--- src/rtl/quad_decoder.sv ---
// Quadrature decoder: two-flop sync, optional per-phase glitch filter
// (define QDEC_FILTER_EN), Gray-code step/dir decode and a wrapping position count.
module quad_decoder #(
  parameter int CNT_W    = 8,
  parameter int FILT_LEN = 3
) (
  input  logic             clk,
  input  logic             rst_n,
  input  logic             enc_a,
  input  logic             enc_b,
  input  logic             clr,
  input  logic             load,
  input  logic [CNT_W-1:0] d_in,
  input  logic             err_clr,
  output logic             step,
  output logic             dir,
  output logic [CNT_W-1:0] count,
  output logic             err
);

  localparam int WARM_W = $clog2(FILT_LEN + 3);
`ifdef QDEC_FILTER_EN
  localparam int WARM  = FILT_LEN + 1;
  localparam int RUN_W = (FILT_LEN > 1) ? $clog2(FILT_LEN) : 1;
`else
  localparam int WARM  = 2;
`endif

  // Phase vectors are packed as {A, B}
  logic [1:0]        s1;
  logic [1:0]        s2;
  logic [1:0]        filt;
  logic [1:0]        prev;
  logic              primed;
  logic [WARM_W-1:0] warm;
  logic              mv_up;
  logic              mv_dn;
  logic              mv_bad;

  always_ff @(posedge clk or negedge rst_n) begin
    if (!rst_n) begin
      s1 <= 2'b00;
      s2 <= 2'b00;
    end else begin
      s1 <= {enc_a, enc_b};
      s2 <= s1;
    end
  end

`ifdef QDEC_FILTER_EN
  logic [1:0]       acc;
  logic [RUN_W-1:0] run [2];

  // The current s2 sample counts toward stability, so a change is passed on
  // combinationally in the cycle it completes FILT_LEN consecutive samples.
  always_comb begin
    filt = acc;
    for (int i = 0; i < 2; i++) begin
      if (s2[i] != acc[i] && run[i] == RUN_W'(FILT_LEN - 1)) filt[i] = s2[i];
    end
  end

  always_ff @(posedge clk or negedge rst_n) begin
    if (!rst_n) begin
      acc    <= 2'b00;
      run[0] <= '0;
      run[1] <= '0;
    end else begin
      for (int i = 0; i < 2; i++) begin
        if (s2[i] == acc[i]) begin
          run[i] <= '0;
        end else if (run[i] == RUN_W'(FILT_LEN - 1)) begin
          run[i] <= '0;
          acc[i] <= s2[i];
        end else begin
          run[i] <= run[i] + RUN_W'(1);
        end
      end
    end
  end
`else
  assign filt = s2;
`endif

  // Up order is 00 -> 10 -> 11 -> 01 -> 00; anything changing both bits is illegal
  always_comb begin
    mv_up  = 1'b0;
    mv_dn  = 1'b0;
    mv_bad = 1'b0;
    case ({prev, filt})
      4'b00_10, 4'b10_11, 4'b11_01, 4'b01_00: mv_up = 1'b1;
      4'b10_00, 4'b11_10, 4'b01_11, 4'b00_01: mv_dn = 1'b1;
      4'b00_00, 4'b10_10, 4'b11_11, 4'b01_01: mv_up = 1'b0;
      default:                                mv_bad = 1'b1;
    endcase
  end

  always_ff @(posedge clk or negedge rst_n) begin
    if (!rst_n) begin
      warm <= '0;
    end else if (warm != WARM_W'(WARM)) begin
      warm <= warm + WARM_W'(1);
    end
  end

  // Priming waits until the filtered phases reflect the inputs present at release
  always_ff @(posedge clk or negedge rst_n) begin
    if (!rst_n) begin
      prev   <= 2'b00;
      primed <= 1'b0;
      step   <= 1'b0;
      dir    <= 1'b0;
      count  <= '0;
      err    <= 1'b0;
    end else begin
      step <= 1'b0;
      if (!primed) begin
        if (warm == WARM_W'(WARM)) begin
          primed <= 1'b1;
          prev   <= filt;
        end
      end else begin
        prev <= filt;
        if (mv_up || mv_dn) begin
          step <= 1'b1;
          dir  <= mv_up;
        end
      end
      err <= (primed & mv_bad) | (err & ~err_clr);
      if (clr)                  count <= '0;
      else if (load)            count <= d_in;
      else if (primed && mv_up) count <= count + CNT_W'(1);
      else if (primed && mv_dn) count <= count - CNT_W'(1);
    end
  end

endmodule

--- config.mk ---
export PLATFORM = sky130hd
export DESIGN_NAME = quad_decoder
export DESIGN_NICKNAME = d
export VERILOG_FILES = /design/src/rtl/quad_decoder.sv
export SDC_FILE = /design/constraint.sdc
export NUM_CORES = 1
export LEC_CHECK = 0
export BUFFER_PORTS_ARGS = -buffer_cell sky130_fd_sc_hd__buf_4
export CAP_MARGIN = 40
export CORE_MARGIN = 3
export CORE_UTILIZATION = 31
export DETAILED_ROUTE_END_ITERATION = 12
export PLACE_DENSITY = 0.56
export SLEW_MARGIN = 15
export SYNTH_ARGS = -nofsm -noshare
export SYNTH_HDL_FRONTEND = slang
export SYNTH_SLANG_ARGS = --single-unit
--- constraint.sdc ---
create_clock -name clk -period 2.9 [get_ports clk]
set_input_delay 0.29 -clock clk [delete_from_list [all_inputs] [get_ports clk]]
set_output_delay 0.29 -clock clk [all_outputs]
set_load 0.01 [all_outputs]
==> key figures, run 1 <==
Detailed routing
  • Initial detailed-routing violation count: 18
  • Via density per instance: 4.83
  • Final ANT Viol Nets: 0
  • Routed WL per cell: 13.2 µm
  • WL final: 2.63 mm
  • Drt drc: 0
  • Routed via count: 962
  • Detailed Routing Iterations Pass 1: 4

Worst hold path
  • Endpoint of the worst hold path: s1[0]
  • Min-delay src: enc_b
  • Hold path depth: 1
  • Hold Path Class: primary input to flop

Worst setup path
  • Crit path kind: flop to flop
  • CP peak stage delay: 0.48 ns
  • Critical R2R Capture: count[7]
  • WP data required: 3.10 ns
  • Worst reg2reg path depth: 8
  • WP data arrival: 2.88 ns
  • Cell Chain, Critical Path: xor2_1 > or3b_4 > ha_1 > a21oi_1 > o21ai_1 > or3b_1 > a211oi_2 > nand3b_1
  • Worst path slowest cell: or3b_4
  • Worst setup EP type: flop
  • Reg2Reg Setup Slack: 0.22 ns
  • CP Launch Type: flop
  • Crit Path Max Fanout: 10
  • R2r startpoint: filt[1]

Global routing
  • Pin count of the biggest net entering global routing: 22
  • GRT Residual Overflow: 0
  • Initial antenna violation count: 0
  • Vias in the first global route: 955
  • First-pass GRT wire length: 4.49 mm
  • Total GRT Usage: 0.119

Logic synthesis
  • Post-Syn Instances: 123
  • Distinct cells, synth: 36
  • YS warnings: 0
  • Syn_area_per_cell: 10.0 µm²
  • Seq/Total Area, Yosys: 0.426
  • #FFs+latches synth: 21
  • Synthesized area: 1230 µm²
  • Post-Syn Nets: 148

STA
  • Worst-margin pin slew: 0.445 ns
  • Clock skew after layout: 0.00483 ns
  • Final worst setup slack: 0.222 ns
  • Final setup viols: 0
  • Worst slew margin: 0.702
  • Setup TNS Final: 0 ns
  • RSZ-0062 raised after global routing: no
  • Period utilisation layout: 0.923
  • Max Slew Vio Count: 0
  • Achievable Freq: 0.373 GHz
  • Min Tclk post-route: 2.68 ns
  • Hold Fails Final Rpt: 0

Placement
  • HPWL after DPL: 1.96 mm
  • Placed cell count: 194
  • RePlAce Congestion: 0.855
  • Buffers on Ports: 25
  • Pre-CTS setup slack: 0.183 ns

Clock network
  • CTS buffer count: 3
  • Clk root buf: clkbuf_8
  • H-tree depth: 1
  • Clock latency at the later pin of the worst-skew pair: 0.27 ns
  • Clock slew at reported path FFs: 0.08 ns
  • Max clock buf depth: 2
  • CTS tree: yes
  • Number of clock sinks: 21

Cells and area
  • Most common cell after layout, fill and taps aside: buf_4
  • Area growth syn-to-layout: 24.4%
  • Most frequent cells in the layout: buf_4, dfrtp_1, nand2_1
  • Multi-input gate area: 662 µm²
  • Share of cells above drive strength 1: 0.258
  • Register area: 526 µm²
  • Ant. Diodes: 0
  • Final Non-Filler Cells: 199
  • Fill cells: 400
  • Fin nets: 177

Run status
  • Status: finished, final reports clean

Floorplan
  • Die H: 69.1 µm
  • Initial core utilization: 0.330
  • # rows: 22
  • Die width: 69.1 µm
  • CORE AREA: 3740 µm²
  • I/O pin total: 26
  • Die footprint: 4770 µm²

Job
  • Maxcap violations: 0

Pwr
  • Pwr/cell area: 542 nW/µm²
  • Leakage: 0.727 nW
  • Max rail drop VDD: 0.188 mV
flip-flops by register name, indices dropped and copies added (netlist names):
name and count:
err 1, warm 3, s1 2, count 8, step 1, prev 2, dir 1, primed 1
filt 2
worst max-delay path, delay by kind of cell (launching register included):
kind,cells,cell delay (ns)
xor gates and xnor gates,1,0.22
adders and majority gates,1,0.37
AOI/OAI and AO/OA,3,0.55
DFF,1,0.42
and+or+nand+nor,3,1.05
worst max path at each step:
| stage | start | end | slack, ns |
|---|---|---|---|
| 3_5_place_dp | filt[1] | count[7] | 0.18 |
| 5_1_grt | filt[1] | count[7] | 0.01 |
| 2_1_floorplan | filt[1] | count[7] | 0.38 |
| 3_3_place_gp | filt[1] | count[7] | 0.25 |
| 4_1_cts | filt[1] | count[7] | 0.16 |
| 6_report | filt[1] | count[7] | 0.22 |
where the power goes:
group / leakage (nW) / total, mW / switching, mW / internal, mW
combinational: 0.451 / 0.288 / 0.154 / 0.134
clock: 0.0217 / 0.202 / 0.105 / 0.0973
sequential: 0.254 / 0.343 / 0.0236 / 0.319
total: 0.727 / 0.832 / 0.283 / 0.550
cell families (layout without fill, tap and decap cells):
family,after synthesis,count (layout),share of synthesized area
compound gates,30,30,0.172
xor+xnor,11,11,0.0781
fa+ha+maj,10,10,0.108
buf+inv,13,41,0.0406
flops,21,21,0.426
mux,3,3,0.0274
simple gates,35,35,0.148
metrics by stage:
stage / area [µm²] / utilization / power [mW] / hold slack, ns
floorplan: 1230 / - / 0.537 / -0.00559
global placement: 1470 / 0.393 / 0.633 / 0.191
finish: 1540 / 0.410 / 0.832 / 0.121
detailed placement: 1470 / 0.393 / 0.633 / 0.195
CTS: 1530 / 0.409 / 0.837 / 0.119
global route: 1540 / 0.410 / 0.900 / 0.112
cells in the mapped netlist (all sizes together):
cell type,count,share of area
mux2,3,0.027
a221oi,2,0.014
a32oi,1,0.0071
a21oi,10,0.041
xnor2,5,0.035
a21o,2,0.012
or3,1,0.0051
xor2,6,0.043
fa,1,0.016
inv,11,0.033
nand4,1,0.0051
ha,9,0.091
buf,1,0.0041
o21ai,5,0.020
nand3b,2,0.012
nand4b,1,0.0071
a31oi,1,0.0051
or3b,2,0.016
nor3,4,0.016
o31ai,1,0.0061
nor2,5,0.015
a311oi,2,0.014
o22ai,1,0.0051
nand2,12,0.039
o21bai,1,0.015
nand3,3,0.012
and2,2,0.010
clkbuf,1,0.0030
a211oi,4,0.032
and3,1,0.0051
nand2b,1,0.0051
dfrtp,21,0.43
metal layers:
layer  vias to the layer above  track usage  routed length, µm
met2                        16        0.181               1190
met5                         -            0                  0
li1                        490            -                  -
met4                         0       0.0586                 56
met1                       452        0.155               1280
met3                         4       0.0321                108
timing repair:
action	in CTS	in global routing
endpoints found under the setup margin	0	1
setup buffers	0	0
hold endpoints to repair	21	0
resized for setup	0	2
hold buffers	1	0
cell type report:
cell class / instances / area share
Multi-Input combinational cell: 89 / 0.431
Sequential cell: 21 / 0.342
Timing Repair Buffer: 26 / 0.129
Tap cell: 48 / 0.0391
Clock buffer: 3 / 0.0269
Inverter: 11 / 0.0269
Clock inverter: 1 / 0.00489
(Power assumes the default switching activity.)
==> run 2: changes to the inputs <==
ABC_AREA = 1   (was default)
==> key figures, run 2 <==
Worst setup path
  • Worst setup endpoint: count[6] (was count[7])
  • CP startpoint: prev[0] (was filt[1])
  • Critical R2R Capture: count[6] (was count[7])
  • Reg2Reg Setup Slack: 0.72 ns (was 0.22 ns)
  • Worst reg2reg path depth: 12 (was 8)
  • Worst setup EP type: flop (unchanged)
  • R2r startpoint: prev[0] (was filt[1])
  • WP data required: 3.06 ns (was 3.10 ns)
  • Crit Path Max Fanout: 12 (was 10)
  • CP Launch Type: flop (unchanged)
  • WP data arrival: 2.34 ns (was 2.88 ns)
  • Crit path kind: flop to flop (unchanged)

Detailed routing
  • Routed via count: 1034 (was 962)
  • Detailed Routing Iterations Pass 1: 4 (unchanged)
  • Routed WL per cell: 11.1 µm (was 13.2 µm)
  • Drt drc: 0 (unchanged)
  • WL final: 2.57 mm (was 2.63 mm)
  • Initial detailed-routing violation count: 47 (was 18)
  • Final ANT Viol Nets: 0 (unchanged)
  • Via density per instance: 4.48 (was 4.83)

Clock network
  • Clk root buf: clkbuf_8 (unchanged)
  • Post_cts resized: 0 (unchanged)
  • CTS tree: yes (unchanged)
  • H-tree depth: 1 (unchanged)
  • Max clock buf depth: 2 (unchanged)
  • Clock slew at reported path FFs: 0.08 ns (about the same)
  • CTS buffer count: 3 (unchanged)
  • Clock latency at the later pin of the worst-skew pair: 0.26 ns (was 0.27 ns)
  • Number of clock sinks: 21 (unchanged)

STA
  • Worst-margin pin slew: 0.362 ns (was 0.445 ns)
  • Period utilisation layout: 0.751 (was 0.923)
  • Achievable Freq: 0.459 GHz (was 0.373 GHz)
  • Worst slew margin: 0.758 (was 0.702)
  • Final worst setup slack: 0.722 ns (was 0.222 ns)
  • Hold Fails Final Rpt: 0 (unchanged)
  • Hold WS: 0.133 ns (was 0.121 ns)
  • Final setup viols: 0 (unchanged)
  • Min Tclk post-route: 2.18 ns (was 2.68 ns)
  • Setup TNS Final: 0 ns (unchanged)
  • Clock skew after layout: 0.000916 ns (was 0.00483 ns)
  • Max Slew Vio Count: 0 (unchanged)
  • RSZ-0062 raised after global routing: no (unchanged)

Placement
  • Placed cell count: 226 (was 194)
  • Buffers on Ports: 25 (unchanged)
  • HPWL after DPL: 1.99 mm (was 1.96 mm)
  • Placement Cell Area: 1500 µm² (was 1470 µm²)
  • RePlAce Congestion: 0.912 (was 0.855)
  • Pre-CTS setup slack: 0.728 ns (was 0.183 ns)

Logic synthesis
  • Largest family of logic cells by synthesized area: simple AND/OR/NAND/NOR gates (was compound AO/OA/AOI/OAI gates)
  • Post-Syn Nets: 180 (was 148)
  • #FFs+latches synth: 21 (unchanged)
  • Synth top area share: 0.415 (was 0.426)
  • Post-synthesis xor/xnor area fraction: 0.0276 (was 0.0781)
  • Post-Syn Instances: 155 (was 123)
  • EDFF count, synth: 0 (unchanged)
  • Cell with the most instances after synthesis: nand2_1 (was dfrtp_1)
  • Seq/Total Area, Yosys: 0.415 (was 0.426)
  • Synth cell count leaders: nand2_1, dfrtp_1, inv_1 (was dfrtp_1, nand2_1, a21oi_1, inv_1, ha_1)
  • Synthesized area: 1270 µm² (was 1230 µm²)
  • Distinct cells, synth: 30 (was 36)
  • Top post-synthesis cells by area: dfrtp_1, nand2_1, ha_1, inv_1, o21ai_0 (was dfrtp_1, ha_1, xor2_1, a21oi_1, xnor2_1)
  • Post-synthesis mux area share: 0.00790 (was 0.0274)
  • Fraction of the mapped netlist area in compound gates: 0.0879 (was 0.172)
  • Syn_area_per_cell: 8.18 µm² (was 10.0 µm²)
  • Async SR Flop Fraction: 1.00 (unchanged)
  • Adder-cell share of the synthesized area: 0.105 (was 0.108)
  • YS warnings: 0 (unchanged)
  • Synth area leader: dfrtp_1 (unchanged)
  • Main synth FF type: dfrtp_1 (unchanged)
  • Synth Area in Simple Gates: 0.289 (was 0.148)

Cells and area
  • Register area: 526 µm² (unchanged)
  • Final Non-Filler Cells: 231 (was 199)
  • Biggest regs: count (8), warm (3) (unchanged)
  • Most frequent cells in the layout: nand2_1, buf_4, dfrtp_1 (was buf_4, dfrtp_1, nand2_1)
  • Cell area after layout: 1560 µm² (was 1540 µm²)
  • Fill cells: 382 (was 400)
  • Ant. Diodes: 0 (unchanged)
  • Fin util: 0.410 (about the same)
  • Multi-input gate area: 656 µm² (was 662 µm²)
  • Fin nets: 209 (was 177)
  • Max reg flops: 8 (unchanged)
  • Area growth syn-to-layout: 23.0% (was 24.4%)
  • Share of cells above drive strength 1: 0.208 (was 0.258)
  • Largest reg by FF count: count (unchanged)
  • Most common cell after layout, fill and taps aside: nand2_1 (was buf_4)

Global routing
  • First-pass GRT wire length: 4.75 mm (was 4.49 mm)
  • Pin count of the biggest net entering global routing: 22 (unchanged)
  • Vias in the first global route: 1084 (was 955)
  • GRT Residual Overflow: 0 (unchanged)
  • Total GRT Usage: 0.118 (was 0.119)
  • Initial antenna violation count: 0 (unchanged)

Floorplan
  • Die H: 69.9 µm (was 69.1 µm)
  • Initial core utilization: 0.334 (was 0.330)
  • Die footprint: 4890 µm² (was 4770 µm²)
  • # rows: 22 (unchanged)
  • Die width: 69.9 µm (was 69.1 µm)
  • CORE AREA: 3800 µm² (was 3740 µm²)
  • I/O pin total: 26 (unchanged)

Worst hold path
  • Hold Path Class: primary input to flop (unchanged)

Pwr
  • Design Power: 0.818 mW (was 0.832 mW)
  • Max rail drop VDD: 0.184 mV (was 0.188 mV)
  • Leakage: 0.827 nW (was 0.727 nW)
  • Pwr/cell area: 525 nW/µm² (was 542 nW/µm²)

Run status
  • Status: finished, final reports clean (unchanged)

Job
  • Maxcap violations: 0 (unchanged)
[run 2: how the worst min path moves through the flow]
stage,start,to,cells after the start
2_1_floorplan,rst_n,count[0],0
3_3_place_gp,rst_n,warm[0],1
3_5_place_dp,rst_n,warm[1],1
4_1_cts,enc_b,s1[0],1
5_1_grt,enc_b,s1[0],1
6_report,enc_b,s1[0],1
[run 2: where the power goes]
part	internal (mW)	total [mW]	switching [mW]
Sequential	0.320	0.345	0.0255
Clock	0.0969	0.197	0.0999
Combinational	0.127	0.277	0.150
Total	0.543	0.818	0.275
[run 2: layout make-up]
type	instances	area share
clock buffers	3	0.0265
clock inverters	1	0.00482
inverters	19	0.0457
multi-input cells	113	0.421
flip-flops and latches	21	0.337
well taps	48	0.0385
repair buffers	26	0.127
[run 2: kinds of logic after synthesis]
family | Yosys count
buf+inv | 21
fa+ha+maj | 10
flops | 21
mux | 1
simple gates | 78
compound gates | 20
xor+xnor | 4
[run 2: what timing repair did]
item | in CTS | in global routing
hold buffers | 1 | 0
setup buffers | 0 | 0
endpoints found under the hold margin | 21 | 0
[run 2: worst max-delay path, cell delays in order, from the launching register on]
cell     delay (ns)
dfrtp_1        0.41
inv_1          0.09
nand2_1        0.06
nand2_2        0.09
nand3_2        0.27
ha_1           0.45
a21oi_1        0.24
or2_1          0.16
nand3_1        0.07
nand2_1        0.06
nand3_1        0.06
nand2_1        0.08
nand2_1        0.04
[run 2: metal layers]
layer	vias to the layer above	part of all wire	global-route usage
met2	17	0.48	0.192
met5	-	0	0
met1	458	0.48	0.157
met4	0	0.011	0.0383
li1	557	-	-
met3	2	0.024	0.0230
